$ cat src/rtl/sdram_command_responder.sv
// sdram_command_responder
// Takes one command at a time from the state-controller mux and runs it as a
// single Avalon-MM transfer on the SDRAM controller. A cycle counter aborts
// transfers that stall too long, so the recording states never hang.
//
// Ports:
//   clock_50Mhz, reset_n        clock, synchronous active-low reset
//   sdram_inputAddress/WriteData/isWriting/inputValid   command request in
//   sdram_readData/outputValid  read result + one-cycle valid pulse
//   sdram_recievedCommand       one-cycle capture acknowledge
//   sdram_isBusy                high from capture until back in IDLE
//   avm_*                       Avalon-MM host side
//   timeout_error               sticky abort flag, cleared only by reset
//
// state     | meaning
// ----------+----------------------------------------------------------
// IDLE      | waiting for sdram_inputValid
// ISSUE     | avm_read/avm_write held until waitrequest drops
// READ_WAIT | read accepted, waiting for avm_readdatavalid
// RELEASE   | one trailing busy cycle before returning to IDLE
module sdram_command_responder #(
   parameter int ADDR_W         = 25,
   parameter int DATA_W         = 16,
   parameter int TIMEOUT_CYCLES = 1024
) (
   input  logic                clock_50Mhz,
   input  logic                reset_n,
   input  logic [ADDR_W-1:0]   sdram_inputAddress,
   input  logic [DATA_W-1:0]   sdram_writeData,
   input  logic                sdram_isWriting,
   input  logic                sdram_inputValid,
   output logic [DATA_W-1:0]   sdram_readData,
   output logic                sdram_outputValid,
   output logic                sdram_recievedCommand,
   output logic                sdram_isBusy,
   output logic [ADDR_W-1:0]   avm_address,
   output logic [DATA_W-1:0]   avm_writedata,
   output logic [DATA_W/8-1:0] avm_byteenable,
   output logic                avm_read,
   output logic                avm_write,
   input  logic [DATA_W-1:0]   avm_readdata,
   input  logic                avm_readdatavalid,
   input  logic                avm_waitrequest,
   output logic                timeout_error
);

   localparam int CNT_W = $clog2(TIMEOUT_CYCLES) + 1;
   localparam logic [CNT_W-1:0] CNT_LAST = CNT_W'(TIMEOUT_CYCLES - 1);

   typedef enum logic [1:0] {
      ST_IDLE      = 2'd0,
      ST_ISSUE     = 2'd1,
      ST_READ_WAIT = 2'd2,
      ST_RELEASE   = 2'd3
   } state_t;

   state_t            state_q, state_d;
   logic [CNT_W-1:0]  cnt_q, cnt_d;
   logic              is_wr_q, is_wr_d;
   logic [ADDR_W-1:0] addr_q, addr_d;
   logic [DATA_W-1:0] wdata_q, wdata_d;
   logic [DATA_W-1:0] rdata_q, rdata_d;
   logic              rvalid_q, rvalid_d;
   logic              ack_q, ack_d;
   logic              busy_q, busy_d;
   logic              rd_q, rd_d;
   logic              wr_q, wr_d;
   logic              terr_q, terr_d;

   // A read is only complete once its data returns; acceptance alone is not
   // completion, so a read accepted on the timeout edge is still aborted.
   logic xfer_done;
   logic timeout_hit;

   assign xfer_done   = ((state_q == ST_ISSUE) && is_wr_q && !avm_waitrequest) ||
                        ((state_q == ST_READ_WAIT) && avm_readdatavalid);
   assign timeout_hit = ((state_q == ST_ISSUE) || (state_q == ST_READ_WAIT)) &&
                        (cnt_q == CNT_LAST) && !xfer_done;

   always_ff @(posedge clock_50Mhz) begin
      if (!reset_n) begin
         state_q  <= ST_IDLE;
         cnt_q    <= '0;
         is_wr_q  <= 1'b0;
         addr_q   <= '0;
         wdata_q  <= '0;
         rdata_q  <= '0;
         rvalid_q <= 1'b0;
         ack_q    <= 1'b0;
         busy_q   <= 1'b0;
         rd_q     <= 1'b0;
         wr_q     <= 1'b0;
         terr_q   <= 1'b0;
      end else begin
         state_q  <= state_d;
         cnt_q    <= cnt_d;
         is_wr_q  <= is_wr_d;
         addr_q   <= addr_d;
         wdata_q  <= wdata_d;
         rdata_q  <= rdata_d;
         rvalid_q <= rvalid_d;
         ack_q    <= ack_d;
         busy_q   <= busy_d;
         rd_q     <= rd_d;
         wr_q     <= wr_d;
         terr_q   <= terr_d;
      end
   end

   always_comb begin
      state_d = state_q;
      case (state_q)
         ST_IDLE:      if (sdram_inputValid) state_d = ST_ISSUE;
         ST_ISSUE: begin
            if (timeout_hit)           state_d = ST_RELEASE;
            else if (!avm_waitrequest) state_d = is_wr_q ? ST_RELEASE : ST_READ_WAIT;
         end
         ST_READ_WAIT: if (xfer_done || timeout_hit) state_d = ST_RELEASE;
         ST_RELEASE:   state_d = ST_IDLE;
         default:      state_d = ST_IDLE;
      endcase
   end

   always_comb begin
      cnt_d    = cnt_q;
      is_wr_d  = is_wr_q;
      addr_d   = addr_q;
      wdata_d  = wdata_q;
      rdata_d  = rdata_q;
      rvalid_d = 1'b0;
      ack_d    = 1'b0;
      terr_d   = terr_q;

      if ((state_q == ST_IDLE) && sdram_inputValid) begin
         is_wr_d = sdram_isWriting;
         addr_d  = sdram_inputAddress;
         wdata_d = sdram_writeData;
         cnt_d   = '0;
         ack_d   = 1'b1;
      end

      if (((state_q == ST_ISSUE) || (state_q == ST_READ_WAIT)) && (cnt_q != '1))
         cnt_d = cnt_q + 1'b1;

      if ((state_q == ST_READ_WAIT) && avm_readdatavalid) begin
         rdata_d  = avm_readdata;
         rvalid_d = 1'b1;
      end

      // Aborted reads still produce a (zero) result so the initiator unblocks.
      if (timeout_hit) begin
         terr_d = 1'b1;
         if (!is_wr_q) begin
            rdata_d  = '0;
            rvalid_d = 1'b1;
         end
      end

      // Request lines and busy follow the state being entered, keeping every
      // output registered.
      busy_d = (state_d != ST_IDLE);
      rd_d   = (state_d == ST_ISSUE) && !is_wr_d;
      wr_d   = (state_d == ST_ISSUE) && is_wr_d;
   end

   assign sdram_readData        = rdata_q;
   assign sdram_outputValid     = rvalid_q;
   assign sdram_recievedCommand = ack_q;
   assign sdram_isBusy          = busy_q;
   assign avm_address           = addr_q;
   assign avm_writedata         = wdata_q;
   assign avm_byteenable        = '1;
   assign avm_read              = rd_q;
   assign avm_write             = wr_q;
   assign timeout_error         = terr_q;

endmodule

$ cat config.mk
export PLATFORM = sky130hd
export DESIGN_NAME = sdram_command_responder
export DESIGN_NICKNAME = d
export VERILOG_FILES = /design/src/rtl/sdram_command_responder.sv
export SDC_FILE = /design/constraint.sdc
export NUM_CORES = 1
export LEC_CHECK = 0
export CELL_PAD_IN_SITES_DETAIL_PLACEMENT = 2
export CELL_PAD_IN_SITES_GLOBAL_PLACEMENT = 2
export CORE_MARGIN = 8
export CORE_UTILIZATION = 24
export DETAILED_ROUTE_END_ITERATION = 12
export PLACE_DENSITY_LB_ADDON = 0.1
export SLEW_MARGIN = 25
export SYNTH_ARGS = -nofsm -noshare
export SYNTH_HDL_FRONTEND = slang
export SYNTH_SLANG_ARGS = --single-unit
$ cat constraint.sdc
create_clock -name clock_50Mhz -period 2.46 [get_ports clock_50Mhz]
set_clock_uncertainty 0.05 [all_clocks]
set_input_delay 0.492 -clock clock_50Mhz [delete_from_list [all_inputs] [get_ports clock_50Mhz]]
set_output_delay 0.492 -clock clock_50Mhz [all_outputs]
set_load 0.005 [all_outputs]
==> results of run 1 <==
==> per-layer routing <==
layer  track usage  up-vias
met4        0.0648        0
met5             0        -
met3        0.0682       10
met1         0.144     1460
met2         0.222       73
li1              -     1467
==> cell type report <==
type                       instances  area [um2]
multi-input combinational        266        1480
inverter                           7        26.3
clock inverter                     3        42.5
fill                            1506        8140
clock buffer                      13         270
tap                              176         220
sequential                        77        1540
timing repair buffer             132        1310
==> kinds of logic after synthesis <==
group / count (synthesis)
simple gates: 161
flops: 77
buf+inv: 30
mux: 2
compound gates: 93
xor+xnor: 2
other cells: 1
fa+ha+maj: 6
==> cells in the mapped netlist (3+ instances only) <==
| cell type | number | share of area |
|---|---|---|
| and2_1 | 3 | 0.0060 |
| buf_4 | 3 | 0.0072 |
| a21o_1 | 4 | 0.0096 |
| o21ai_0 | 3 | 0.0048 |
| nand2_1 | 129 | 0.15 |
| inv_1 | 7 | 0.0084 |
| o21a_1 | 3 | 0.0072 |
| nor2b_1 | 3 | 0.0060 |
| clkbuf_1 | 16 | 0.019 |
| ha_1 | 6 | 0.024 |
| dfxtp_1 | 77 | 0.49 |
| buf_2 | 4 | 0.0064 |
| nor2_1 | 6 | 0.0072 |
| a21oi_1 | 25 | 0.040 |
| and3_1 | 3 | 0.0060 |
| a21boi_0 | 43 | 0.10 |
==> path summary, 6_finish.rpt <==
path	depth (start not counted)	start	end	slack, ns
worst max-delay path	6	state_q[1]	sdram_readData[12]	0.22
worst min-delay path	2	sdram_readData[13]	sdram_readData[13]	0.41
worst max register to register	6	state_q[1]	sdram_readData[12]	0.22
worst min register to register	2	sdram_readData[13]	sdram_readData[13]	0.41
==> sequential cells by signal, summed over array words and instances, names as in the netlist <==
| register | count |
|---|---|
| sdram_isBusy | 1 |
| is_wr_q | 1 |
| avm_write | 1 |
| avm_writedata | 16 |
| avm_read | 1 |
| sdram_readData | 16 |
| sdram_recievedCommand | 1 |
| cnt_q | 11 |
| timeout_error | 1 |
| sdram_outputValid | 1 |
| state_q | 2 |
| avm_address | 25 |
==> metrics by stage <==
stage          utilization  worst slack (ns)  instances
2_1_floorplan            -             0.538        373
3_3_place_gp         0.351             0.282        658
3_5_place_dp         0.351             0.172        658
4_1_cts              0.375             0.179        674
5_1_grt              0.375            0.0153        674
6_report             0.375             0.224        674
==> power breakdown <==
group	internal, mW	total (mW)	leakage (nW)	switching [mW]
Sequential	1.44	1.55	0.628	0.105
Clock	0.868	1.40	0.152	0.534
Combinational	0.699	1.47	0.976	0.773
Total	3.01	4.42	1.76	1.41
==> critical path: stages (launching register included) <==
cell and delay [ns]:
dfxtp_1 0.35, inv_1 0.12, ha_1 0.54, nor2b_1 0.32, nand3_2 0.20, o21ai_4 0.42, a21oi_1 0.09
==> results.py, run 1 <==
metrics = {
    "run_status": {
        "status": "completed",
    },
    "floorplanning": {
        "fp-row-count": 42,
        "initial_utilization": 0.241,
        "coreArea_mm2": 0.0130,
        "fp.dieH_um": 130,
        "die_w_um": 130,
        "dieArea_mm2": 0.0170,
        "ioPinCount": 128,
    },
    "grt": {
        "antenna_found_initial": 0,
        "overflow": 0,
        "grt_max_degree": 44,
        "grt_pass1_wl_mm": 17.7,
        "grtUsageTotal": 0.136,
        "grt_pass1_vias": 3390,
    },
    "route": {
        "dr.pass1.iters": 2,
        "ant_nets": 0,
        "drc": 0,
        "met3WireLength_mm": 1.11,
        "postRouteWirelength_mm": 11.0,
        "met2WireLength_mm": 5.28,
        "routed.top_layer": "met4",
        "routedWlPerCell_um": 16.3,
        "wl_met1_mm": 4.42,
        "drtIter0Drc": 92,
        "vias": 3010,
        "viasPerCell": 4.47,
    },
    "cts": {
        "numCtsBuffers": 9,
        "post_cts_buffers": 0,
        "ctsHoldBuffers": 0,
        "cts-resized-gates": 0,
        "cts_root_buf": "clkbuf_16",
        "htreeDepth": 3,
        "clockBufferDepth": 2,
        "cts_tree": "yes",
        "clock_latency_ns": 0.34,
        "cts.sinks": 77,
        "cts.clk_slew.worst_paths_ns": 0.06,
    },
    "logic_synthesis": {
        "yosysWarnings": 0,
        "synth-edff-count": 0,
        "yosys.area_share.simple": 0.222,
        "synthAdderAreaFrac": 0.0239,
        "synthDistinctLibCells": 44,
        "syn_inst": 372,
        "synthMuxAreaShare": 0.00677,
        "mappedNetlistArea_mm2": 0.00314,
        "synth_seq_cells": 77,
        "synth_xor_xnor_area_share": 0.00558,
        "ys_seq_area_frac": 0.491,
        "synthArstFlopShare": 0,
        "synth_top_family_by_area": "simple AND/OR/NAND/NOR gates",
        "ys_dominant_reg_cell": "dfxtp_1",
        "avgSynthCellArea_um2": 8.45,
        "synth_compound_area_frac": 0.209,
    },
    "timing": {
        "finalSetupViolations": 0,
        "slew_viol_final": 0,
        "fmax_mhz": 447,
        "hold_viol_final": 0,
        "rsz0062_at_grt": "no",
        "fin_crit_ns": 2.24,
        "hold_slack_ns": 0.410,
        "fin_setup_tns_ns": 0,
        "post-route-period-util": 0.909,
    },
    "worst_setup_path": {
        "crit_required_ns": 2.62,
        "cp-end-kind": "flip-flop",
        "crit_arrival_ns": 2.39,
        "cp_max_fo": 16,
        "critPathKind": "flip-flop to flip-flop",
        "worst_setup_path_start_kind": "flip-flop",
    },
    "job": {
        "maxCapViolations": 0,
    },
    "power": {
        "p_per_area_mw_per_mm2": 905,
        "ir_worst_vdd_v": 0.000350,
        "total_power_mw": 4.42,
        "leakage_nw": 1.76,
    },
    "placement": {
        "finalWeightedCongestion": 0.711,
        "placed_cell_area_mm2": 0.00458,
        "port-buffer-count": 125,
        "place_hpwl_mm": 8.12,
    },
    "final_layout": {
        "n_antenna_cell": 0,
        "area_growth_syn_to_layout_pct": 55.6,
        "mostFrequentLayoutCells": "nand2_1, clkdlybuf4s50_1, dfxtp_1",
        "final_common_cell": "nand2_1",
        "final_area_mm2": 0.00489,
        "final_layout_size_suffix_gt1_frac": 0.0683,
        "nets": 562,
    },
    "worst_hold_path": {
        "hp-class": "flip-flop to flip-flop",
    },
}
(Power assumes the default switching activity.)
==> inputs of run 2 (changes only) <==
--- a/config.mk
+++ b/config.mk
@@ -10,6 +10,7 @@
 export CORE_MARGIN = 8
 export CORE_UTILIZATION = 24
 export DETAILED_ROUTE_END_ITERATION = 12
+export MAX_ROUTING_LAYER = met4
 export PLACE_DENSITY_LB_ADDON = 0.1
 export SLEW_MARGIN = 25
 export SYNTH_ARGS = -nofsm -noshare
==> results.py, run 2 (synthesized netlist as in run 1, its figures left out) <==
metrics = {
    "placement": {
        "finalWeightedCongestion": 0.719,
        "dp_cells": 658,
        "pre_cts_slack_ns": 0.172,
        "port-buffer-count": 125,
        "place_hpwl_mm": 8.12,
    },
    "cts": {
        "post_cts_buffers": 0,
        "ctsHoldBuffers": 0,
        "htreeDepth": 3,
        "cts_root_buf": "clkbuf_16",
        "clockBufferDepth": 2,
        "cts.clk_slew.worst_paths_ns": 0.06,
        "cts-resized-gates": 0,
        "cts_tree": "yes",
        "numCtsBuffers": 9,
        "clock_latency_ns": 0.34,
        "cts.sinks": 77,
    },
    "floorplanning": {
        "coreArea_mm2": 0.0130,
        "die_w_um": 130,
        "ioPinCount": 128,
        "initial_utilization": 0.241,
        "dieArea_mm2": 0.0170,
        "fp-row-count": 42,
        "fp.dieH_um": 130,
    },
    "grt": {
        "grt_pass1_vias": 3399,
        "grt_pass1_wl_mm": 17.7,
        "antenna_found_initial": 0,
        "overflow": 0,
        "grtUsageTotal": 0.140,
        "grt_max_degree": 44,
    },
    "route": {
        "met3WireLength_mm": 1.03,
        "drc": 0,
        "postRouteWirelength_mm": 11.0,
        "vias": 3003,
        "wl_met1_mm": 4.49,
        "dr.pass1.iters": 4,
        "drtIter0Drc": 118,
        "routedWlPerCell_um": 16.3,
        "viasPerCell": 4.46,
        "ant_nets": 0,
        "routed.top_layer": "met4",
        "met2WireLength_mm": 5.26,
    },
    "worst_setup_path": {
        "crit_required_ns": 2.62,
        "worst_setup_path_start_kind": "flip-flop",
        "cp-end-kind": "flip-flop",
        "crit_arrival_ns": 2.39,
        "cp_max_fo": 16,
        "critPathKind": "flip-flop to flip-flop",
    },
    "final_layout": {
        "nets": 562,
        "area_growth_syn_to_layout_pct": 55.6,
        "largest_reg_flops": 25,
        "fillers": 1506,
        "n_antenna_cell": 0,
        "multi_input_area_mm2": 0.00148,
        "final_common_cell": "nand2_1",
        "final_layout_size_suffix_gt1_frac": 0.0683,
        "mostFrequentLayoutCells": "nand2_1, clkdlybuf4s50_1, dfxtp_1",
        "seq_area_mm2": 0.00154,
        "fin_cells": 674,
    },
    "timing": {
        "slew_viol_final": 0,
        "fin_crit_ns": 2.23,
        "hold_slack_ns": 0.410,
        "fin_setup_tns_ns": 0,
        "hold_viol_final": 0,
        "fin_ws_ns": 0.230,
        "rsz0062_at_grt": "no",
        "finalSetupViolations": 0,
        "post-route-period-util": 0.907,
        "fmax_mhz": 448,
    },
    "job": {
        "maxCapViolations": 0,
    },
    "power": {
        "leakage_nw": 1.76,
        "p_per_area_mw_per_mm2": 905,
        "ir_worst_vdd_v": 0.000351,
    },
    "run_status": {
        "status": "completed",
    },
    "worst_hold_path": {
        "hp-class": "flip-flop to flip-flop",
    },
}
-- run 2: stage by stage --
step / power, mW / area, um2 / utilization
detailed placement: 3.09 / 4580 / 0.351
global route: 4.73 / 4890 / 0.375
CTS: 4.52 / 4890 / 0.375
finish: 4.42 / 4890 / 0.375
global placement: 3.03 / 4580 / 0.351
floorplan: 2.34 / 3150 / -
-- run 2: worst max-delay path: stages, from the launching register on --
cell	delay, ns
dfxtp_1	0.35
inv_1	0.12
ha_1	0.53
nor2b_1	0.32
nand3_2	0.20
o21ai_4	0.42
a21oi_1	0.10
-- run 2: routing by layer --
metal / track usage / up-vias
li1: - / 1469
met1: 0.147 / 1448
met2: 0.223 / 75
met3: 0.0625 / 11
met4: 0.0648 / 0
met5: - / -
-- run 2: where the power goes --
part	total, mW	switching, mW	internal [mW]
combinational	1.47	0.771	0.699
sequential	1.55	0.105	1.44
clock	1.40	0.537	0.868
-- run 2: area by class of cell --
cell class	instances	share of cell area
clock inverter	3	0.00870
tap	176	0.0450
inverter	7	0.00537
multi-input combinational	266	0.302
clock buffer	13	0.0553
sequential	77	0.315
timing repair buffer	132	0.268
-- run 2: path summary, 6_finish.rpt --
kind                      startpoint            endpoint  cells after the start  slack (ns)
hold reg to reg   sdram_readData[13]  sdram_readData[13]                      2        0.41
hold / removal    sdram_readData[13]  sdram_readData[13]                      2        0.41
setup / recovery          state_q[1]  sdram_readData[12]                      6        0.23
setup reg to reg          state_q[1]  sdram_readData[12]                      6        0.23
==> inputs of run 3 (changes only) <==
--- a/config.mk
+++ b/config.mk
@@ -12,6 +12,7 @@
 export DETAILED_ROUTE_END_ITERATION = 12
 export MAX_ROUTING_LAYER = met4
 export PLACE_DENSITY_LB_ADDON = 0.1
+export SKIP_CTS_REPAIR_TIMING = 1
 export SLEW_MARGIN = 25
 export SYNTH_ARGS = -nofsm -noshare
 export SYNTH_HDL_FRONTEND = slang
==> results of run 3 <==
No change in the layout: final DEF, timing and power equal those of run 2.
